`src/rtl/lsu_mem_stage_if.sv`:
```
// Bundle of EX-side inputs, data-memory bus and writeback packet for the
// load/store stage. master = the stage itself, slave = its surroundings.
interface lsu_mem_stage_if;
    // EX stage handoff
    logic        ex_valid;
    logic        ex_ready;
    logic        mem_read;
    logic        mem_write;
    logic [2:0]  funct3;
    logic [31:0] alu_result;
    logic [31:0] store_data;
    logic [4:0]  rd;
    logic        reg_write;
    // data memory
    logic        dmem_req;
    logic        dmem_we;
    logic [31:0] dmem_addr;
    logic [3:0]  dmem_be;
    logic [31:0] dmem_wdata;
    logic        dmem_ack;
    logic [31:0] dmem_rdata;
    // writeback
    logic        wb_valid;
    logic        wb_we;
    logic [4:0]  wb_rd;
    logic [31:0] wb_data;
    logic        wb_exc;
    logic [3:0]  wb_cause;

    modport master (
        input  ex_valid, mem_read, mem_write, funct3, alu_result, store_data,
               rd, reg_write, dmem_ack, dmem_rdata,
        output ex_ready, dmem_req, dmem_we, dmem_addr, dmem_be, dmem_wdata,
               wb_valid, wb_we, wb_rd, wb_data, wb_exc, wb_cause
    );

    modport slave (
        output ex_valid, mem_read, mem_write, funct3, alu_result, store_data,
               rd, reg_write, dmem_ack, dmem_rdata,
        input  ex_ready, dmem_req, dmem_we, dmem_addr, dmem_be, dmem_wdata,
               wb_valid, wb_we, wb_rd, wb_data, wb_exc, wb_cause
    );
endinterface

```
`src/rtl/lsu_mem_stage.sv`:
```
// Load/store stage: one req/ack data-memory transaction per memory op,
// load lane extraction/extension, single-cycle writeback packet with
// illegal / misaligned / access-fault exceptions.
module lsu_mem_stage #(
    parameter int TIMEOUT_CYCLES = 15
) (
    input logic            clk,
    input logic            rst_n,
    lsu_mem_stage_if.master bus
);
    typedef enum logic [1:0] {IDLE, WAIT, RESP} state_t;

    state_t     state;
    logic [7:0] tmo_cnt;
    logic [1:0] lane_q;
    logic [2:0] f3_q;
    logic       is_load_q;
    logic       rw_q;

    // decode of the instruction currently presented by EX
    logic        is_mem, f3_ok, misal;
    logic [3:0]  st_be;
    logic [31:0] st_wdata;

    // Stage only takes a new instruction while no memory op is outstanding.
    assign bus.ex_ready = (state == IDLE);

    // Legality, alignment and store lane placement of the incoming op.
    always_comb begin
        is_mem   = bus.mem_read | bus.mem_write;
        f3_ok    = 1'b0;
        misal    = 1'b0;
        st_be    = 4'b1111;
        st_wdata = bus.store_data;
        case (bus.funct3)
            3'b000, 3'b001, 3'b010: f3_ok = 1'b1;
            3'b100, 3'b101:         f3_ok = bus.mem_read;
            default:                f3_ok = 1'b0;
        endcase
        if (bus.mem_read && bus.mem_write) f3_ok = 1'b0;
        if (bus.funct3[1:0] == 2'b01) misal = bus.alu_result[0];
        if (bus.funct3[1:0] == 2'b10) misal = |bus.alu_result[1:0];
        if (bus.mem_write) begin
            case (bus.funct3[1:0])
                2'b00: begin
                    st_be    = 4'b0001 << bus.alu_result[1:0];
                    st_wdata = {4{bus.store_data[7:0]}};
                end
                2'b01: begin
                    st_be    = bus.alu_result[1] ? 4'b1100 : 4'b0011;
                    st_wdata = {2{bus.store_data[15:0]}};
                end
                default: ;
            endcase
        end
    end

    // Pick the addressed lane out of the read word and extend it.
    function automatic logic [31:0] load_ext(input logic [31:0] w,
                                             input logic [1:0]  lane,
                                             input logic [2:0]  f3);
        logic [31:0] s;
        s = w >> {lane, 3'b000};
        case (f3)
            3'b000:  load_ext = {{24{s[7]}}, s[7:0]};
            3'b001:  load_ext = {{16{s[15]}}, s[15:0]};
            3'b100:  load_ext = {24'h0, s[7:0]};
            3'b101:  load_ext = {16'h0, s[15:0]};
            default: load_ext = w;
        endcase
    endfunction

    // Control FSM with registered memory-bus and writeback outputs.
    always_ff @(posedge clk) begin
        if (!rst_n) begin
            state          <= IDLE;
            tmo_cnt        <= '0;
            lane_q         <= '0;
            f3_q           <= '0;
            is_load_q      <= 1'b0;
            rw_q           <= 1'b0;
            bus.dmem_req   <= 1'b0;
            bus.dmem_we    <= 1'b0;
            bus.dmem_addr  <= '0;
            bus.dmem_be    <= '0;
            bus.dmem_wdata <= '0;
            bus.wb_valid   <= 1'b0;
            bus.wb_we      <= 1'b0;
            bus.wb_rd      <= '0;
            bus.wb_data    <= '0;
            bus.wb_exc     <= 1'b0;
            bus.wb_cause   <= '0;
        end else begin
            bus.wb_valid <= 1'b0;
            case (state)
                IDLE: if (bus.ex_valid) begin
                    bus.wb_rd <= bus.rd;
                    lane_q    <= bus.alu_result[1:0];
                    f3_q      <= bus.funct3;
                    is_load_q <= bus.mem_read;
                    rw_q      <= bus.reg_write;
                    if (!is_mem) begin
                        bus.wb_valid <= 1'b1;
                        bus.wb_we    <= bus.reg_write;
                        bus.wb_data  <= bus.alu_result;
                        bus.wb_exc   <= 1'b0;
                        bus.wb_cause <= 4'd0;
                    end else if (!f3_ok || misal) begin
                        bus.wb_valid <= 1'b1;
                        bus.wb_we    <= 1'b0;
                        bus.wb_data  <= '0;
                        bus.wb_exc   <= 1'b1;
                        bus.wb_cause <= !f3_ok ? 4'd2 : (bus.mem_read ? 4'd4 : 4'd6);
                    end else begin
                        state          <= WAIT;
                        tmo_cnt        <= '0;
                        bus.dmem_req   <= 1'b1;
                        bus.dmem_we    <= bus.mem_write;
                        bus.dmem_addr  <= {bus.alu_result[31:2], 2'b00};
                        bus.dmem_be    <= st_be;
                        bus.dmem_wdata <= bus.mem_write ? st_wdata : '0;
                    end
                end
                WAIT: begin
                    // ack beats a timeout landing on the same cycle
                    if (bus.dmem_ack) begin
                        state        <= RESP;
                        bus.dmem_req <= 1'b0;
                        bus.wb_valid <= 1'b1;
                        bus.wb_we    <= is_load_q & rw_q;
                        bus.wb_data  <= is_load_q ? load_ext(bus.dmem_rdata, lane_q, f3_q) : '0;
                        bus.wb_exc   <= 1'b0;
                        bus.wb_cause <= 4'd0;
                    end else if (tmo_cnt == 8'(TIMEOUT_CYCLES - 1)) begin
                        state        <= RESP;
                        tmo_cnt      <= '0;
                        bus.dmem_req <= 1'b0;
                        bus.wb_valid <= 1'b1;
                        bus.wb_we    <= 1'b0;
                        bus.wb_data  <= '0;
                        bus.wb_exc   <= 1'b1;
                        bus.wb_cause <= is_load_q ? 4'd5 : 4'd7;
                    end else begin
                        tmo_cnt <= tmo_cnt + 8'd1;
                    end
                end
                RESP:    state <= IDLE;
                default: state <= IDLE;
            endcase
        end
    end
endmodule

```
`src/flat_wrapper.sv`:
```
// flat-port wrapper written by rule: the top's interface ports become plain ports
module lsu_mem_stage_flat 
#(
    parameter int TIMEOUT_CYCLES = 15
)
  (clk, rst_n, bus_ex_valid, bus_mem_read, bus_mem_write, bus_funct3, bus_alu_result, bus_store_data, bus_rd, bus_reg_write, bus_dmem_ack, bus_dmem_rdata, bus_ex_ready, bus_dmem_req, bus_dmem_we, bus_dmem_addr, bus_dmem_be, bus_dmem_wdata, bus_wb_valid, bus_wb_we, bus_wb_rd, bus_wb_data, bus_wb_exc, bus_wb_cause);
  lsu_mem_stage_if bus_i ();
  input logic clk;
  input logic rst_n;
  input wire logic [$bits(bus_i.ex_valid)-1:0] bus_ex_valid;
  input wire logic [$bits(bus_i.mem_read)-1:0] bus_mem_read;
  input wire logic [$bits(bus_i.mem_write)-1:0] bus_mem_write;
  input wire logic [$bits(bus_i.funct3)-1:0] bus_funct3;
  input wire logic [$bits(bus_i.alu_result)-1:0] bus_alu_result;
  input wire logic [$bits(bus_i.store_data)-1:0] bus_store_data;
  input wire logic [$bits(bus_i.rd)-1:0] bus_rd;
  input wire logic [$bits(bus_i.reg_write)-1:0] bus_reg_write;
  input wire logic [$bits(bus_i.dmem_ack)-1:0] bus_dmem_ack;
  input wire logic [$bits(bus_i.dmem_rdata)-1:0] bus_dmem_rdata;
  output wire logic [$bits(bus_i.ex_ready)-1:0] bus_ex_ready;
  output wire logic [$bits(bus_i.dmem_req)-1:0] bus_dmem_req;
  output wire logic [$bits(bus_i.dmem_we)-1:0] bus_dmem_we;
  output wire logic [$bits(bus_i.dmem_addr)-1:0] bus_dmem_addr;
  output wire logic [$bits(bus_i.dmem_be)-1:0] bus_dmem_be;
  output wire logic [$bits(bus_i.dmem_wdata)-1:0] bus_dmem_wdata;
  output wire logic [$bits(bus_i.wb_valid)-1:0] bus_wb_valid;
  output wire logic [$bits(bus_i.wb_we)-1:0] bus_wb_we;
  output wire logic [$bits(bus_i.wb_rd)-1:0] bus_wb_rd;
  output wire logic [$bits(bus_i.wb_data)-1:0] bus_wb_data;
  output wire logic [$bits(bus_i.wb_exc)-1:0] bus_wb_exc;
  output wire logic [$bits(bus_i.wb_cause)-1:0] bus_wb_cause;
  assign bus_i.ex_valid = bus_ex_valid;
  assign bus_i.mem_read = bus_mem_read;
  assign bus_i.mem_write = bus_mem_write;
  assign bus_i.funct3 = bus_funct3;
  assign bus_i.alu_result = bus_alu_result;
  assign bus_i.store_data = bus_store_data;
  assign bus_i.rd = bus_rd;
  assign bus_i.reg_write = bus_reg_write;
  assign bus_i.dmem_ack = bus_dmem_ack;
  assign bus_i.dmem_rdata = bus_dmem_rdata;
  assign bus_ex_ready = bus_i.ex_ready;
  assign bus_dmem_req = bus_i.dmem_req;
  assign bus_dmem_we = bus_i.dmem_we;
  assign bus_dmem_addr = bus_i.dmem_addr;
  assign bus_dmem_be = bus_i.dmem_be;
  assign bus_dmem_wdata = bus_i.dmem_wdata;
  assign bus_wb_valid = bus_i.wb_valid;
  assign bus_wb_we = bus_i.wb_we;
  assign bus_wb_rd = bus_i.wb_rd;
  assign bus_wb_data = bus_i.wb_data;
  assign bus_wb_exc = bus_i.wb_exc;
  assign bus_wb_cause = bus_i.wb_cause;
  lsu_mem_stage #(.TIMEOUT_CYCLES(TIMEOUT_CYCLES)) u_core (.clk(clk), .rst_n(rst_n), .bus(bus_i));
endmodule
```
`config.mk`:
```
export PLATFORM = sky130hd
export DESIGN_NAME = lsu_mem_stage_flat
export DESIGN_NICKNAME = d
export VERILOG_FILES = /design/src/rtl/lsu_mem_stage_if.sv /design/src/rtl/lsu_mem_stage.sv /design/src/flat_wrapper.sv
export SDC_FILE = /design/constraint.sdc
export NUM_CORES = 1
export LEC_CHECK = 0
export CAP_MARGIN = 20
export CORE_ASPECT_RATIO = 1.1
export CORE_MARGIN = 3
export CORE_UTILIZATION = 24
export CTS_BUF_LIST = sky130_fd_sc_hd__clkbuf_8
export CTS_CLUSTER_DIAMETER = 30
export DETAILED_ROUTE_END_ITERATION = 8
export HOLD_SLACK_MARGIN = 0.06
export PLACE_DENSITY = 0.58
export SETUP_SLACK_MARGIN = 0.5
export SLEW_MARGIN = 20
export SYNTH_ARGS = -nofsm -noshare
export SYNTH_HDL_FRONTEND = slang
export SYNTH_SLANG_ARGS = --single-unit
export TNS_END_PERCENT = 20
```
`constraint.sdc`:
```
create_clock -name clk -period 2.1 [get_ports clk]
set_clock_uncertainty 0.1 [all_clocks]
set_input_delay 0.315 -clock clk [delete_from_list [all_inputs] [get_ports clk]]
set_output_delay 0.315 -clock clk [all_outputs]
set_load 0.02 [all_outputs]
```
**Word-level counts from Yosys, hierarchy flattened**

Index checks and enable logic that the tools add are counted.
Widths: inputs -> output; s select.

- Register bits after elaboration: 129
- Latch bits: 0
- RAM bits: 0
- Bits in read-only memories: 0
- Input bits: 111
- Logic and storage cells: 118
- Memories: 0

- $add $sub $neg: 1
- Multipliers: 0
- Divide/modulo/power cells: 0
- $lt $le $gt $ge: 0
- Equal/unequal tests: 17
- Shift-type cells: 2
- Muxes and demuxes: 61
- Bitwise logic cells: 3
- Reduce and logical (&&, ||, !) cells: 17

Operators by type and width:

| operator | number |
|---|---|
| $mux 32 | 7 |
| $pmux 32 s2 | 2 |
| $pmux 32 s4 | 1 |
| $mux 8 | 5 |
| $mux 4 | 8 |
| $shr 32x5->16 | 1 |
| $mux 1 | 22 |
| $pmux 4 s2 | 2 |
| $pmux 8 s2 | 1 |
| $mux 2 | 7 |
| $eq 3x3->1 const B | 4 |
| $reduce_and 4->1 | 3 |
| $pmux 1 s2 | 5 |
| $reduce_and 5->1 | 2 |
| $add 8x1->8 const B | 1 |
| $eq 8x4->1 const B | 1 |
| $eq 3x1->1 const B | 2 |
| $logic_not 3->1 | 2 |
| $ne 2x2->1 const B | 3 |
| $eq 2x1->1 const B | 2 |
| $logic_not 2->1 | 2 |
| $pmux 2 s2 | 1 |
| $reduce_or 2->1 | 2 |
| $shl 1x2->4 const A | 1 |
| other kinds (14) | 14 |

**Logic depth before layout (Yosys ltp)**

- Word-level depth: 10
- Depth in mapped cells: 10
- Mapped depth without buffers: 8

**Worst setup path before layout**

No wires, ideal clock.

- Path kind: register to register
- From: register u_core.tmo_cnt[0]
- To: register u_core.bus.wb_data[16] (netlist bit)
- Arrival: 1.765 ns
- Required time: 1.859 ns
- Slack: 0.094 ns
- Stages on the path, launching flop included: 10
- Buffers on the path: 2
- Cells stage by stage: dfxtp_1 -> inv_1 -> ha_1 -> or4b_1 -> nor3_2 -> o21ai_2 -> o21ai_2 -> buf_4 -> buf_2 -> a31oi_1

- Word-level cells in the longest chain between the ends: 3

Ends and longest elaborated chain:

| element | RTL line | RTL |
|---|---|---|
| start: declaration | lsu_mem_stage.sv:14 | `logic [7:0] tmo_cnt;` |
| start signal: assignment | lsu_mem_stage.sv:144 | `tmo_cnt <= tmo_cnt + 8'd1;` |
| $eq 8x4->1 | lsu_mem_stage.sv:134 | `end else if (tmo_cnt == 8'(TIMEOUT_CYCLES - 1)) begin` |
| $ne 3x2->1 (no source line) | - |  |
| $reduce_and 4->1 (no source line) | - |  |
| end signal: assignment | lsu_mem_stage.sv:105 | `bus.wb_data <= bus.alu_result;` |
| end signal: assignment | lsu_mem_stage.sv:131 | `bus.wb_data <= is_load_q ? load_ext(bus.dmem_rdata, lane_q, f3_q) : '0;` |
| end: declaration | lsu_mem_stage_if.sv:34 | `wb_valid, wb_we, wb_rd, wb_data, wb_exc, wb_cause` |

No other way between the ends.
A chain may end at the register's enable or synchronous reset.

**Worst setup path in the final report**

- From: register u_core.tmo_cnt[0]
- To: register u_core.bus.wb_data[6] (netlist bit)

Same word-level chain as after synthesis.

==> run metrics <==
status complete, but fails checks; violated checks setup timing; Post-Route Utilization 42.8%; drt first pass iters 5; hold path depth 3; CTS root buf clkbuf_8; Design Area, Final 10600 um2; pin count of the biggest net entering global routing 45; Skew-Pair Late Insertion Delay 440 ps; H-Tree Depth 4; CTS Hold Bufs 0; dominant synthesized flop cell dfxtp_1; vias in the first global route 6826; layout cell share with drive strength beyond 1 28.8%; DP Wirelength 17600 um; met2 wire len 12400 um; #FFs+latches synth 128; drt wl/cell 18.6 um; clock sink total 128; Setup WS post-layout -0.859 ps; CTS buffer count 17; Cell Area, Placed 9120 um2; Top Metal Used met5; Fillers 2487; Netlist cell types 54; Mapped Area 6060 um2; DIE WIDTH 158 um; Worst path max stage delay 470 ps; crit path max fanout 7; # IOs 226; FP Rows 60; Via-to-Cell Ratio 4.89; via count 6653; CP max-delay cell or4b_4; hold crit path type in2reg; die height 173 um; CP cell instances inv_2, ha_4, or4b_4, nor3_4, o21ai_2, o21ai_4, buf_6, buf_16, and3_4, nor3_2; Starting Density 24.6%; gr usage total 18.2%; Syn Area/Cell 8.03 um2; Leak 4.34 nW; Multi-input gate area 3760 um2; worst path arrival time 2330 ps; Final ANT Viol Nets 0; Hold Fails Final Rpt 0; Power Density 612 nW/um2; 1st-iter DRT viols 338; Period minus WS final 2100 ps; synth top area cells dfxtp_1, nand2_1, a21oi_1; RSZ-0062 raised after global routing yes; metal3 WL 1920 um; Core Box Area 24700 um2; element type at the critical path end register; RePlAce Congestion 0.849; wl on met1 10600 um; Slew Limit Fails 0; Setup violations, final 1; fin nets 1151; drc violations 0; Yosys top cell area share 42.3%; CTS tree done; startpoint types register; P&R area growth vs syn 74.4%; number of synthesized flops with an enable pin 0; register area 2570 um2; Req. time, crit path 2330 ps; final WL 25300 um; Congestion Overflow GR 0; Worst VDD drop 0.335 mV; clock buffer depth 2; post-synthesis sequential area ratio 42.3%; Die ar. 27200 um2; ys async rst share 0%; Tightest Pin Transition 561 ps; Highest Clock Rate 0.476 GHz; worst r2r path cells 10; post-synthesis cell count 755; dominant cell type by area after synthesis dfxtp_1; clock-pin slew on the worst setup and hold paths 80 ps; period utilization 100%; slew margin rel. 62.6%; max-cap violations 0; kind of critical path reg2reg; synth warn 0; initial antenna violation count 2; buffers added on ports 222; first-pass GRT wire length 38800 um
[sequential cells by signal, indices dropped and copies added (netlist names), 3 cells and up]
| signal | cells |
|---|---|
| u_core.bus.dmem_wdata | 32 |
| u_core.bus.wb_data | 32 |
| u_core.bus.dmem_addr | 30 |
| u_core.tmo_cnt | 8 |
| u_core.bus.wb_rd | 5 |
| u_core.bus.dmem_be | 4 |
| u_core.bus.wb_cause | 3 |
| u_core.f3_q | 3 |
[per-layer routing]
layer | track usage, % | vias to the layer above
met3 | 5.76 | 32
met5 | 0 | -
met4 | 4.59 | 2
li1 | - | 3246
met2 | 31.0 | 229
met1 | 22.1 | 3144
[synth_stat cells, types with 11 or more instances]
| master | n |
|---|---|
| nand2_1 | 155 |
| a31oi_1 | 23 |
| buf_2 | 19 |
| o211ai_1 | 11 |
| a22oi_1 | 24 |
| a21oi_1 | 85 |
| clkbuf_1 | 31 |
| o21ai_0 | 42 |
| dfxtp_1 | 128 |
| nor2_1 | 35 |
| nand3_1 | 36 |
| mux2_2 | 16 |
| mux2i_1 | 26 |
[cell families after synthesis]
kind of cell               share of synthesized area (%)
and+or+nand+nor                                     19.6
xor gates and xnor gates                            1.01
buffers and inverters                               6.11
adders and majority gates                          0.413
AOI/OAI and AO/OA                                   23.3
other                                             0.0618
DFF                                                 42.3
muxes                                               7.26
[metrics by stage]
step           std cells  hold slack, ps  TNS (ps)  setup slack [ps]  power [mW]
3_5_place_dp        1301             345    -26670              -309        4.04
4_1_cts             1357             271      -916             -48.4        6.47
3_3_place_gp        1301             337    -22620              -276        4.03
6_report            1361             311    -0.859            -0.859        6.47
5_1_grt             1361             305     -1750             -77.4        6.75
2_1_floorplan        757             337         0               175        3.30
[where the power goes]
group,switching (mW),internal [mW]
Combinational,0.809,0.778
Clock,1.04,1.22
Sequential,0.0759,2.54
Total,1.93,4.54
[layout make-up]
type,count,area share (%)
Antenna cell,1,0.0237
Clock buffer,19,2.47
Clock inverter,12,1.36
Inverter,12,0.438
Multi-Input combinational cell,551,35.5
Sequential cell,128,24.3
Tap cell,310,3.67
Timing Repair Buffer,328,32.2
[final timing paths]
path	startpoint	endpoint	slack, ps
max	u_core.tmo_cnt[0]$_SDFFE_PN0P_	u_core.bus.wb_data[6]$_SDFFE_PN0P_	-0.9
min	bus_rd[0]	u_core.bus.wb_rd[0]$_SDFFE_PN0P_	310
max reg2reg	u_core.tmo_cnt[0]$_SDFFE_PN0P_	u_core.bus.wb_data[6]$_SDFFE_PN0P_	-0.9
min reg2reg	u_core.bus.dmem_addr[11]$_SDFFE_PN0P_	u_core.bus.dmem_addr[11]$_SDFFE_PN0P_	350
[critical path, delay by kind of cell (launching register included)]
family,cells,cell delay (ps)
buffers and inverters,3,340
AOI/OAI and AO/OA,2,270
adders and majority gates,1,110
and+or+nand+nor,4,840
DFF,1,330
[layout by cell type (no fill, tap or decap), types with 10 or more instances in the layout]
cell | netlist | final
a21oi_1 | 85 | 55
a21oi_2 | 0 | 30
a22oi_1 | 24 | 24
a31oi_1 | 23 | 23
buf_12 | 0 | 16
buf_16 | 0 | 12
buf_4 | 8 | 66
buf_6 | 3 | 10
clkbuf_8 | 0 | 19
clkdlybuf4s15_1 | 0 | 15
clkdlybuf4s50_1 | 0 | 108
dfxtp_1 | 128 | 124
dlygate4sd2_1 | 0 | 93
inv_1 | 10 | 11
mux2_2 | 16 | 16
mux2i_1 | 26 | 26
nand2_1 | 155 | 123
nand2_2 | 0 | 10
nand2_4 | 0 | 22
nand3_2 | 0 | 31
nor2_1 | 35 | 28
o211ai_1 | 11 | 11
o21ai_0 | 42 | 27
o21ai_1 | 10 | 12
o21ai_2 | 4 | 16
[what timing repair did]
| item | in CTS | in global routing |
|---|---|---|
| resized for setup | 273 | 66 |
| hold endpoints to repair | 0 | 0 |
| setup buffers | 13 | 2 |
| pin swaps | 104 | 43 |
| cloned | 12 | 1 |
| setup endpoints to repair | 228 | 169 |
Power figures use the tool's default switching activity.
